File: src/rtl/m6809_uart_tx.sv
// m6809_uart_tx
//
// Memory-mapped 8N1 serial transmitter. It is the bus responder for the
// core6809 inside m6809_integration. The CPU queues bytes into a small
// transmit FIFO. A baud-rate state machine shifts each byte out LSB first
// on txd. An optional interrupt flags an empty FIFO.
//
// Register map (addr):
//   0 TXDATA  write pushes a byte into the FIFO; reads return 0
//   1 STATUS  read {ie, 3'b000, ovf, busy, empty, full}
//             write bit7 loads ie, bit3=1 clears ovf
//   2 DIVLO   divisor bits 7:0  (bit period = DIV+1 clk cycles)
//   3 DIVHI   divisor bits 15:8
//
// Ports:
//   clk        system clock, rising edge
//   reset      synchronous active-high reset
//   sel        bus select from the address decoder
//   addr       register select
//   data_in    write data from the core
//   data_rw_n  1 = read, 0 = write
//   data_out   combinational read data, 0 when not selected
//   txd        serial output, idle high
//   irq        registered interrupt, ie & FIFO empty
module m6809_uart_tx #(
    parameter int          FIFO_DEPTH  = 4,
    parameter logic [15:0] DEFAULT_DIV = 16'd15
) (
    input  logic       clk,
    input  logic       reset,
    input  logic       sel,
    input  logic [1:0] addr,
    input  logic [7:0] data_in,
    input  logic       data_rw_n,
    output logic [7:0] data_out,
    output logic       txd,
    output logic       irq
);

    localparam int          PW         = $clog2(FIFO_DEPTH);
    localparam logic [PW:0] FULL_COUNT = (PW+1)'(FIFO_DEPTH);
    localparam logic [PW:0] ONE_COUNT  = (PW+1)'(1);
    localparam logic [PW-1:0] ONE_PTR  = PW'(1);

    typedef enum logic [1:0] {IDLE, START, DATA, STOP} state_t;

    state_t          state_q, state_d;
    logic [PW-1:0]   wr_ptr_q, wr_ptr_d;
    logic [PW-1:0]   rd_ptr_q, rd_ptr_d;
    logic [PW:0]     count_q, count_d;
    logic [7:0]      fifo_mem [FIFO_DEPTH];
    logic [7:0]      shift_q, shift_d;
    logic [15:0]     baud_q, baud_d;
    logic [15:0]     div_q, div_d;
    logic [2:0]      bit_idx_q, bit_idx_d;
    logic            ovf_q, ovf_d;
    logic            ie_q, ie_d;
    logic            txd_q, txd_d;
    logic            irq_q, irq_d;

    logic            bus_wr;
    logic            wr_txdata;
    logic            wr_status;
    logic            fifo_empty;
    logic            fifo_full;
    logic            baud_done;
    logic            pop;
    logic            push;
    logic            busy;

    assign bus_wr     = sel & ~data_rw_n;
    assign wr_txdata  = bus_wr && (addr == 2'd0);
    assign wr_status  = bus_wr && (addr == 2'd1);
    assign fifo_empty = (count_q == '0);
    assign fifo_full  = (count_q == FULL_COUNT);
    assign baud_done  = (baud_q == 16'd0);
    assign busy       = (state_q != IDLE);

    // A pop happens whenever the shifter is ready for a new byte: sitting
    // idle, or at the last cycle of a stop bit so frames chain with no gap.
    assign pop = ~fifo_empty && ((state_q == IDLE) || ((state_q == STOP) && baud_done));

    // A full FIFO still accepts a byte when the same edge pops one.
    assign push = wr_txdata && (~fifo_full || pop);

    // Bus-side register updates: FIFO pointers and occupancy, overflow flag,
    // interrupt enable and the two halves of the baud divisor.
    always_comb begin
        wr_ptr_d = wr_ptr_q;
        rd_ptr_d = rd_ptr_q;
        count_d  = count_q;
        ovf_d    = ovf_q;
        ie_d     = ie_q;
        div_d    = div_q;

        if (push) begin
            wr_ptr_d = wr_ptr_q + ONE_PTR;
        end
        if (pop) begin
            rd_ptr_d = rd_ptr_q + ONE_PTR;
        end
        case ({push, pop})
            2'b10:   count_d = count_q + ONE_COUNT;
            2'b01:   count_d = count_q - ONE_COUNT;
            default: count_d = count_q;
        endcase

        if (wr_status) begin
            ie_d = data_in[7];
            if (data_in[3]) begin
                ovf_d = 1'b0;
            end
        end
        if (wr_txdata && !push) begin
            ovf_d = 1'b1;
        end

        if (bus_wr && (addr == 2'd2)) begin
            div_d[7:0] = data_in;
        end
        if (bus_wr && (addr == 2'd3)) begin
            div_d[15:8] = data_in;
        end
    end

    // Transmit state machine. The baud counter runs from the divisor down to
    // zero and reloads from the live divisor at every bit boundary, so a
    // divisor change lands on the next bit rather than mid-bit.
    always_comb begin
        state_d   = state_q;
        shift_d   = shift_q;
        baud_d    = baud_q;
        bit_idx_d = bit_idx_q;

        case (state_q)
            IDLE: begin
                bit_idx_d = 3'd0;
                if (pop) begin
                    shift_d = fifo_mem[rd_ptr_q];
                    baud_d  = div_q;
                    state_d = START;
                end
            end
            START: begin
                if (baud_done) begin
                    baud_d    = div_q;
                    bit_idx_d = 3'd0;
                    state_d   = DATA;
                end else begin
                    baud_d = baud_q - 16'd1;
                end
            end
            DATA: begin
                if (baud_done) begin
                    baud_d  = div_q;
                    shift_d = {1'b0, shift_q[7:1]};
                    if (bit_idx_q == 3'd7) begin
                        bit_idx_d = 3'd0;
                        state_d   = STOP;
                    end else begin
                        bit_idx_d = bit_idx_q + 3'd1;
                    end
                end else begin
                    baud_d = baud_q - 16'd1;
                end
            end
            STOP: begin
                if (baud_done) begin
                    if (pop) begin
                        shift_d = fifo_mem[rd_ptr_q];
                        baud_d  = div_q;
                        state_d = START;
                    end else begin
                        state_d = IDLE;
                    end
                end else begin
                    baud_d = baud_q - 16'd1;
                end
            end
            default: state_d = IDLE;
        endcase
    end

    // txd is registered from the next state so the line has no decode
    // glitches; irq lags the ie & empty condition by one cycle.
    always_comb begin
        case (state_d)
            START:   txd_d = 1'b0;
            DATA:    txd_d = shift_d[0];
            default: txd_d = 1'b1;
        endcase
        irq_d = ie_q & fifo_empty;
    end

    // State register with synchronous reset. Reset drops any queued bytes
    // by clearing the pointers and the count.
    always_ff @(posedge clk) begin
        if (reset) begin
            state_q   <= IDLE;
            wr_ptr_q  <= '0;
            rd_ptr_q  <= '0;
            count_q   <= '0;
            shift_q   <= 8'h00;
            baud_q    <= 16'd0;
            div_q     <= DEFAULT_DIV;
            bit_idx_q <= 3'd0;
            ovf_q     <= 1'b0;
            ie_q      <= 1'b0;
            txd_q     <= 1'b1;
            irq_q     <= 1'b0;
        end else begin
            state_q   <= state_d;
            wr_ptr_q  <= wr_ptr_d;
            rd_ptr_q  <= rd_ptr_d;
            count_q   <= count_d;
            shift_q   <= shift_d;
            baud_q    <= baud_d;
            div_q     <= div_d;
            bit_idx_q <= bit_idx_d;
            ovf_q     <= ovf_d;
            ie_q      <= ie_d;
            txd_q     <= txd_d;
            irq_q     <= irq_d;
        end
    end

    // FIFO storage needs no reset; only entries between the pointers are
    // ever read.
    always_ff @(posedge clk) begin
        if (push) begin
            fifo_mem[wr_ptr_q] <= data_in;
        end
    end

    // Read mux. Reads have no side effects and the bus sees zero whenever
    // this block is not selected.
    always_comb begin
        data_out = 8'h00;
        if (sel) begin
            case (addr)
                2'd1:    data_out = {ie_q, 3'b000, ovf_q, busy, fifo_empty, fifo_full};
                2'd2:    data_out = div_q[7:0];
                2'd3:    data_out = div_q[15:8];
                default: data_out = 8'h00;
            endcase
        end
    end

    assign txd = txd_q;
    assign irq = irq_q;

endmodule

File: config.mk
export PLATFORM = sky130hd
export DESIGN_NAME = m6809_uart_tx
export DESIGN_NICKNAME = d
export VERILOG_FILES = /design/src/rtl/m6809_uart_tx.sv
export SDC_FILE = /design/constraint.sdc
export NUM_CORES = 1
export LEC_CHECK = 0
export ABC_CLOCK_PERIOD_IN_PS = 6050
export CORE_AREA = 2 2 76 132
export DETAILED_ROUTE_END_ITERATION = 8
export DIE_AREA = 0 0 78 134
export PLACE_DENSITY = 0.7
export SYNTH_ARGS = -nofsm -noshare
export SYNTH_HDL_FRONTEND = slang
export SYNTH_SLANG_ARGS = --single-unit
File: constraint.sdc
create_clock -name clk -period 6.05 [get_ports clk]
set_input_delay 0.605 -clock clk [delete_from_list [all_inputs] [get_ports clk]]
set_output_delay 0.605 -clock clk [all_outputs]
set_load 0.01 [all_outputs]
# Word level (Yosys, flattened, before mapping)
# Memory sizes are Yosys's and may differ from the RTL's. A register that Yosys moved wholly into a read port is not among the register bits.
# Cells that the tools add are included.
[word_totals]
regBits = 56
ramBits = 32
in_bits = 14
output_inout_bits = 10
elab_cells = 96
n_memories = 1
[op_classes]
n_addsub = 6
eq_ne = 15
muxes = 30
bitwise = 5
n_reduce_logical = 25
[memory_table]
columns = ["memory", "depth", "width", "read_ports", "rd_clocked_by_memory_dff", "write_ports", "line", "text"]
rows = [
  ["fifo_mem", 4, 8, 1, 1, 1, "51", "logic [7:0] fifo_mem [FIFO_DEPTH];"],
]
[ops]
columns = ["op", "n"]
rows = [
  ["$mux W16", 3],
  ["$pmux W16 S3", 1],
  ["$pmux W8 S3", 2],
  ["$mux W8", 4],
  ["$logic_not A16 Y1", 1],
  ["$sub A16 B1 Y16 const B", 1],
  ["$mux W2", 7],
  ["$eq A2 B2 Y1 const B", 6],
  ["$mux W3", 3],
  ["$pmux W3 S3", 1],
  ["$eq A2 B1 Y1 const B", 4],
  ["$logic_and A1 B1 Y1", 8],
  ["$pmux W2 S4", 1],
  ["$reduce_bool A2 Y1", 4],
  ["$add A3 B1 Y3 const B", 2],
  ["$eq A3 B3 Y1 const B", 2],
  ["$mux W1", 6],
  ["$ne A2 B2 Y1 const B", 3],
  ["$pmux W3 S2", 1],
  ["$reduce_and A3 Y1", 2],
  ["$reduce_bool A3 Y1", 2],
  ["$add A2 B1 Y2 const B", 2],
  ["$logic_not A2 Y1", 2],
  ["$logic_not A3 Y1", 1],
  ["other kinds (8)", 12],
]

# Longest topological paths before layout
# Gate-level depths: netlist (run 1).
[logic_depth]
word_depth = 10
ltp_mapped = 11
ltp_nobuf = 11

# Worst setup path after synthesis (run 1)
# No wires, ideal clock.
[synth_path]
kind = "register -> register"
from = "reg baud_q[0]"
to = "reg count_q[2]"
setup_time_ns = 0.123
arrival_time_ns = 2.429
required_time_ns = 5.927
path_slack_ns = 3.498
stages_incl_launch_ff = 11
n_path_buf = 0
period_less_slack_ns = 2.552
cell_sequence = "dfxtp_1 -> inv_1 -> ha_1 -> nor4bb_1 -> and4_1 -> o21ai_1 -> nor2_1 -> inv_1 -> fa_1 -> a22oi_1 -> mux2_1"
[synth_between]
elab_chain_len = 8
word_cells_on_any_way = 10
cone_classes = "2 x eq/ne; 1 x mux; 7 x reduce/logical"
[synth_rtl]
columns = ["item", "line", "text"]
rows = [
  ["start: declaration", "53", "logic [15:0] baud_q, baud_d;"],
  ["start signal: assignment", "217", "baud_q <= baud_d;"],
  ["$logic_not A16 Y1 *", "76", "assign baud_done = (baud_q == 16'd0);"],
  ["$logic_and A1 B1 Y1 *", "81", "assign pop = ~fifo_empty && ((state_q == IDLE) || ((state_q == STOP) && baud_done));"],
  ["$logic_or A1 B1 Y1 *", "81", ""],
  ["$logic_and A1 B1 Y1 *", "81", ""],
  ["$logic_or A1 B1 Y1", "84", "assign push = wr_txdata && (~fifo_full || pop);"],
  ["$logic_and A1 B1 Y1", "84", ""],
  ["$eq A2 B1 Y1 / $eq A2 B2 Y1 (equally long branches)", "102", "case ({push, pop})"],
  ["$pmux W3 S2 / $reduce_bool A2 Y1 (equally long branches)", "-", ""],
  ["end signal: assignment", "215", "count_q <= count_d;"],
  ["end: declaration", "50", "logic [PW:0] count_q, count_d;"],
]
# Mark *: on every way between the ends. The rest lies on a longest branch, timed or not.
# A chain may end at the register's enable or synchronous reset.

# Worst setup path after layout (run 1)
[layout_path]
from = "in addr[0]"
to = "out data_out[3]"
[layout_between]
elab_chain_len = 3
word_cells_on_any_way = 5
cone_classes = "3 x eq/ne; 2 x mux"
[layout_rtl]
columns = ["item", "line", "text"]
rows = [
  ["start: declaration", "32", "input logic [1:0] addr,"],
  ["$eq A2 B2 Y1 / $eq A2 B1 Y1 (equally long branches)", "240", "case (addr)"],
  ["$pmux W8 S3 *", "240", ""],
  ["$mux W8 *", "239", "if (sel) begin"],
  ["end: declaration", "35", "output logic [7:0] data_out,"],
]
# Marks and branches as above.

==> results.py, run 1 <==
metrics = {
    "sta": {
        "unrepaired_setup_endpoints_after_global_routing": "no",
        "fin_worst_skew_ns": 0.007469,
        "final-setup-viol-count": 0,
        "finalCriticalPeriod_ns": 3.398,
        "fin_setup_tns_ns": 0,
        "worst_slew_pin_slew_ns": 1.083,
        "finalHoldViolations": 0,
        "timing_max_transition_violations_final": 0,
        "slew-limit-headroom_pct": 27.80,
        "fmaxAchievable_ghz": 0.2943,
        "finalCritPeriodShare_pct": 56.17,
    },
    "synthesis": {
        "synth.yosys.seq_area_share_pct": 43.89,
        "synth_async_reset_ratio_pct": 0,
        "synth-warning-count": 0,
        "synth_area_per_cell_um2": 9.191,
        "syn-instance-count": 526,
        "synth.distinct_cells": 59,
        "synthesis.area_um2": 4835,
        "syn-num-nets": 553,
        "most_used_flip_flop_cell_after_synthesis": "dfxtp_1",
        "number_of_register_bits_inferred_by_synthesis": 90,
        "synth-edff-count": 32,
    },
    "clock_tree": {
        "clock-root-buffer": "clkbuf_16",
        "cts_tree": "built",
        "htree_num_levels": 3,
        "clock_sink_count": 90,
        "tritoncts.num_buffers": 9,
        "clock_tree.buffer_depth": 2,
        "path_clk_slew_ns": 0.07,
        "post_cts_sizing": 0,
        "worstSkewPairLatency_ns": 0.34,
        "post_cts_buffers": 0,
        "cts_hold_buffers": 0,
    },
    "worst_setup_path": {
        "criticalPathCategory": "input port to output port",
        "reg2reg_from": "state_q[1]",
        "critPathArrivalTime_ns": 2.79,
        "crit_start": "addr[0]",
        "worst_r2r_endpoint": "count_q[1]",
        "maximum_fanout_along_the_worst_path": 14,
        "worstSetupEndpointType": "output port",
        "ff2ff_setup_slack_ns": 2.78,
        "setup.worst_path.end": "data_out[3]",
        "worst_r2r_path_depth": 10,
        "crit_path_start_kind": "input port",
        "crit_required_ns": 5.44,
    },
    "cells_and_area": {
        "antenna_cells_inserted": 0,
        "nNetsFinal": 554,
        "final_core_util_pct": 57.26,
        "final_layout_size_suffix_gt1_share_pct": 7.707,
        "area_delta_synth_final_pct": 11.44,
        "num-fill-cells": 854,
    },
    "placed_design": {
        "gp_congestion": 0.8888,
        "place.detailed.hpwl_um": 8399,
        "port-buffer-count": 23,
    },
    "pwr": {
        "power_per_cell_area_nw_per_um2": 483.3,
        "leakagePower_nw": 1.877,
        "power.ir.vdd_worst_mv": 0.3615,
        "report.power.total_mw": 2.604,
    },
    "global_routing": {
        "grt_start_max_net_pins": 59,
        "grt_pass1_vias": 3898,
        "grt_util_all_layers_pct": 23.43,
        "wire_length_of_the_first_global_routing_pass_um": 19280,
        "grt.overflow.total": 0,
        "antenna_found_initial": 0,
    },
    "die": {
        "fp_rows": 47,
        "die_area_um2": 10450,
        "fp.dieH_um": 134,
        "core-area_um2": 9409,
        "die_w_um": 78,
        "floorplan.initialDensity_pct": 51.38,
        "design.portCount": 24,
    },
    "drt": {
        "initial_drc_count": 296,
        "via_count": 3966,
        "vias_per_cell": 6.064,
        "route.antenna.remaining_nets": 0,
        "totalWireLength_um": 11790,
        "detail_route.first_pass.iterations": 6,
        "post_detailed_route_drc_marker_count": 0,
        "wl_per_cell_um": 18.03,
    },
    "status": {
        "status": "finished clean",
    },
    "job": {
        "number_of_max_cap_violations": 0,
    },
    "worst_hold_path": {
        "hold_path_startpoint": "ovf_q",
        "hp-class": "flip-flop to flip-flop",
    },
}
how the worst min path moves through the flow:
| stage | endpoint | slack (ns) | cells past startpoint |
|---|---|---|---|
| CTS | ovf_q | 0.46 | 2 |
| floorplan | ovf_q | 0.44 | 2 |
| detailed placement | ovf_q | 0.45 | 2 |
| global placement | ovf_q | 0.45 | 2 |
| finish | ovf_q | 0.46 | 2 |
| global route | ovf_q | 0.48 | 2 |
power by group:
group	leakage [nW]	internal [mW]	switching (mW)
Combinational	0.980	0.478	0.749
Clock	0.137	0.289	0.257
Sequential	0.760	0.707	0.124
cell type report:
| type | count | area, um^2 | area share [%] |
|---|---|---|---|
| timing repair buffer | 27 | 255.2 | 4.738 |
| clock buffer | 9 | 225.2 | 4.180 |
| clock inverter | 7 | 63.81 | 1.184 |
| tap | 122 | 152.6 | 2.833 |
| multi-input combinational | 386 | 2520 | 46.77 |
| sequential | 90 | 2122 | 39.39 |
| inverter | 13 | 48.80 | 0.9057 |
metrics by stage:
stage	cells	setup WS, ns	hold slack, ns	instance area (um^2)
final	654	2.652	0.4627	5388
after global routing	654	2.473	0.4841	5388
after CTS	654	2.686	0.4639	5388
after detailed placement	638	2.698	0.4543	5099
after global placement	638	2.750	0.4498	5099
after floorplan	526	3.498	0.4368	4835
state kept, by name (all words and copies together), names as in the netlist, named ones only:
signal,flops
fifo_mem,32
baud_q,16
div_q,16
shift_q,8
bit_idx_q,3
count_q,3
rd_ptr_q,2
state_q,2
wr_ptr_q,2
ie_q,1
irq,1
ovf_q,1
txd,1
worst max-delay path, cell delays in order:
cell and delay (ns):
clkdlybuf4s50_1 0.82, nor2b_1 0.44, a22oi_1 0.16, nor2b_1 0.20, clkdlybuf4s50_1 0.57
per-layer routing:
metal  wire, um  GRT usage (%)  part of all wire (%)  up-vias
li1           -              -                     -     1903
met1       4578          26.32                    39     1918
met2       6187          41.04                    52      111
met3        409          3.499                   3.5       34
met4        616          14.62                   5.2        0
met5          0              0                     0        -
cells by family after synthesis:
group	after synthesis	synth area share, %
fa+ha+maj	13	3.520
simple gates	203	20.55
xor+xnor	15	2.717
flops	90	43.89
compound gates	127	17.31
mux	28	8.023
buf+inv	50	3.986
layout by cell type, fill, tap and decap left out, drive strengths merged, types with 5 or more instances in the layout:
master,n
clkdlybuf4s50,22
edfxtp,32
a21oi,34
buf,5
and2,6
inv,18
mux2,6
mux2i,14
nor2b,9
xor2,5
nand2,87
a211oi,6
clkbuf,9
ha,12
a311oi,12
mux4,8
nor4,6
nand3,6
a21o,6
xnor2,10
nor2,52
o21ai,27
a22oi,18
nor3b,5
nor3,6
dfxtp,58
cells in the mapped netlist (all sizes together), types with 3 or more instances:
cell type	count	share of area [%]
xor2	5	0.91
nand4	4	0.52
and4	4	0.72
nor3b	5	1.0
buf	9	0.80
ha	12	3.1
o21ai	27	2.8
clkbuf	28	2.2
edfxtp	32	20
nor2	52	4.0
a211oi	6	0.93
inv	13	1.0
nand3b	4	0.62
a21oi	34	3.6
a21o	6	0.93
and2	6	0.78
a22oi	18	2.8
nand3	6	0.62
a311oi	12	2.2
nor2b	9	1.2
mux2i	14	2.9
nor4	6	1.5
xnor2	10	1.8
or4	3	0.47
nor3	6	0.62
a211o	4	0.72
nand2	87	6.8
dfxtp	58	24
mux4	8	3.7
mux2	6	1.4
Power figures use the tool's default switching activity.
==> inputs of run 2 (changes only) <==
Settings changed: ABC_CLOCK_PERIOD_IN_PS 6050 to 2800, PLACE_DENSITY 0.7 to 0.73.
Clock period 6.05 ns to 2.8 ns, I/O delays scaled along.
==> results.py, run 2 (synthesis results as in run 1) <==
metrics = {
    "worst_setup_path": {
        "criticalPathCategory": "flip-flop to flip-flop",
        "crit_path_start_kind": "flip-flop",
        "worstSetupEndpointType": "flip-flop",
        "maximum_fanout_along_the_worst_path": 8,
        "critPathArrivalTime_ns": 2.87,
        "worst_r2r_path_depth": 9,
        "reg2reg_from": "baud_q[9]",
        "ff2ff_setup_slack_ns": 0.19,
        "crit_required_ns": 3.05,
        "worst_r2r_endpoint": "count_q[1]",
    },
    "worst_hold_path": {
        "min_delay_worst_endpoint": "shift_q[0]",
        "hp-class": "input port to flip-flop",
        "hold_crit_depth": 2,
        "hold_path_startpoint": "reset",
    },
    "cells_and_area": {
        "area_delta_synth_final_pct": 15.01,
        "final_layout_size_suffix_gt1_share_pct": 11.23,
        "layout.cells.most_common_list": "nand2_1, dfxtp_1, nor2_1",
        "largest_registers": "fifo_mem x32, baud_q x16, div_q x16",
        "largest_register_ff_count": 32,
        "area.sequential_um2": 2122,
        "num-fill-cells": 827,
        "footprint_of_the_multi_input_gates_um2": 2535,
        "nNetsFinal": 574,
        "antenna_cells_inserted": 0,
        "layout.cells.most_common": "nand2_1",
        "registers.top_by_ff_count": "fifo_mem",
    },
    "drt": {
        "route.antenna.remaining_nets": 0,
        "totalWireLength_um": 12200,
        "via_count": 4081,
        "wl_per_cell_um": 18.10,
        "detail_route.first_pass.iterations": 5,
        "vias_per_cell": 6.055,
        "initial_drc_count": 425,
        "post_detailed_route_drc_marker_count": 0,
    },
    "sta": {
        "timing_max_transition_violations_final": 0,
        "finalHoldViolations": 0,
        "finalCriticalPeriod_ns": 2.613,
        "final-setup-viol-count": 0,
        "fmaxAchievable_ghz": 0.3827,
        "hold_slack_ns": 0.2941,
        "unrepaired_setup_endpoints_after_global_routing": "no",
        "slew-limit-headroom_pct": 45.40,
        "finalCritPeriodShare_pct": 93.33,
        "worst_slew_pin_slew_ns": 0.8135,
        "fin_worst_skew_ns": 0.005799,
        "fin_setup_tns_ns": 0,
    },
    "status": {
        "status": "finished clean",
    },
    "clock_tree": {
        "post_cts_sizing": 0,
        "clock-root-buffer": "clkbuf_16",
        "post_cts_buffers": 0,
        "path_clk_slew_ns": 0.07,
        "cts_tree": "built",
        "worstSkewPairLatency_ns": 0.35,
        "htree_num_levels": 3,
        "clock_sink_count": 90,
        "cts_hold_buffers": 0,
        "clock_tree.buffer_depth": 2,
        "tritoncts.num_buffers": 9,
    },
    "global_routing": {
        "antenna_found_initial": 0,
        "most_utilized_layer_in_the_global_route_result": "met2",
        "grt_util_met2_pct": 44.20,
        "grt.overflow.total": 0,
        "wire_length_of_the_first_global_routing_pass_um": 19730,
        "grt_util_all_layers_pct": 24.21,
        "grt_start_max_net_pins": 43,
        "grt_util_met1_pct": 26.19,
        "grt_pass1_vias": 4096,
        "grt_util_met3_pct": 4.038,
    },
    "placed_design": {
        "gp_congestion": 0.8767,
        "place.detailed.hpwl_um": 8993,
        "port-buffer-count": 23,
    },
    "die": {
        "fp_rows": 47,
        "floorplan.initialDensity_pct": 51.38,
        "die_w_um": 78,
        "fp.dieH_um": 134,
        "core-area_um2": 9409,
        "die_area_um2": 10450,
        "design.portCount": 24,
    },
    "pwr": {
        "power.ir.vdd_worst_mv": 0.5823,
        "leakagePower_nw": 1.983,
        "power_per_cell_area_nw_per_um2": 1050,
    },
    "job": {
        "number_of_max_cap_violations": 0,
    },
}
## run 2: cell types whose count changed in the layout (fill, tap and decap cells not counted), sizes merged
| cell | delta |
|---|---|
| buf | +20 |
| clkinv | +1 |
| inv | -1 |
## run 2: how the worst max path moves through the flow
stage	start	end	slack [ns]	cells past startpoint
global placement	baud_q[0]	count_q[2]	0.30	10
floorplan	baud_q[0]	count_q[2]	0.25	10
CTS	baud_q[0]	count_q[1]	0.12	11
finish	baud_q[9]	count_q[1]	0.19	9
global route	baud_q[9]	count_q[1]	0.003	9
detailed placement	baud_q[0]	count_q[1]	0.13	11
## run 2: routing by layer
layer  vias up  wire, um
met5         -         0
li1       1945         -
met2       117      6648
met3        35       497
met1      1984      4657
met4         0       393
## run 2: critical path: stages, from the launching register on
cell      delay (ns)
dfxtp_1         0.38
nor4_4          0.51
and4_1          0.32
o21ai_1         0.10
nor2_1          0.15
inv_1           0.07
fa_1            0.48
o21ai_0         0.18
a21oi_1         0.09
a211oi_1        0.23
## run 2: area by class of cell
| cell class | count | area share, % |
|---|---|---|
| multi-input combinational | 386 | 45.59 |
| clock buffer | 9 | 4.050 |
| inverter | 13 | 0.8776 |
| timing repair buffer | 47 | 7.291 |
| sequential | 90 | 38.16 |
| clock inverter | 7 | 1.283 |
| tap | 122 | 2.745 |
## run 2: where the power goes
group / switching [mW] / internal [mW]
Sequential: 0.224 / 1.53
Clock: 0.567 / 0.628
Combinational: 1.70 / 1.19
## run 2: metrics by stage
stage	cell area, um^2	instances	utilization [%]	power, mW	setup WS (ns)
floorplan	4835	526	-	3.775	0.2479
global placement	5249	658	55.78	4.509	0.3016
global route	5560	674	59.10	6.172	0.002811
finish	5560	674	59.10	5.838	0.1869
detailed placement	5249	658	55.78	4.603	0.1326
CTS	5545	674	58.94	5.800	0.1189
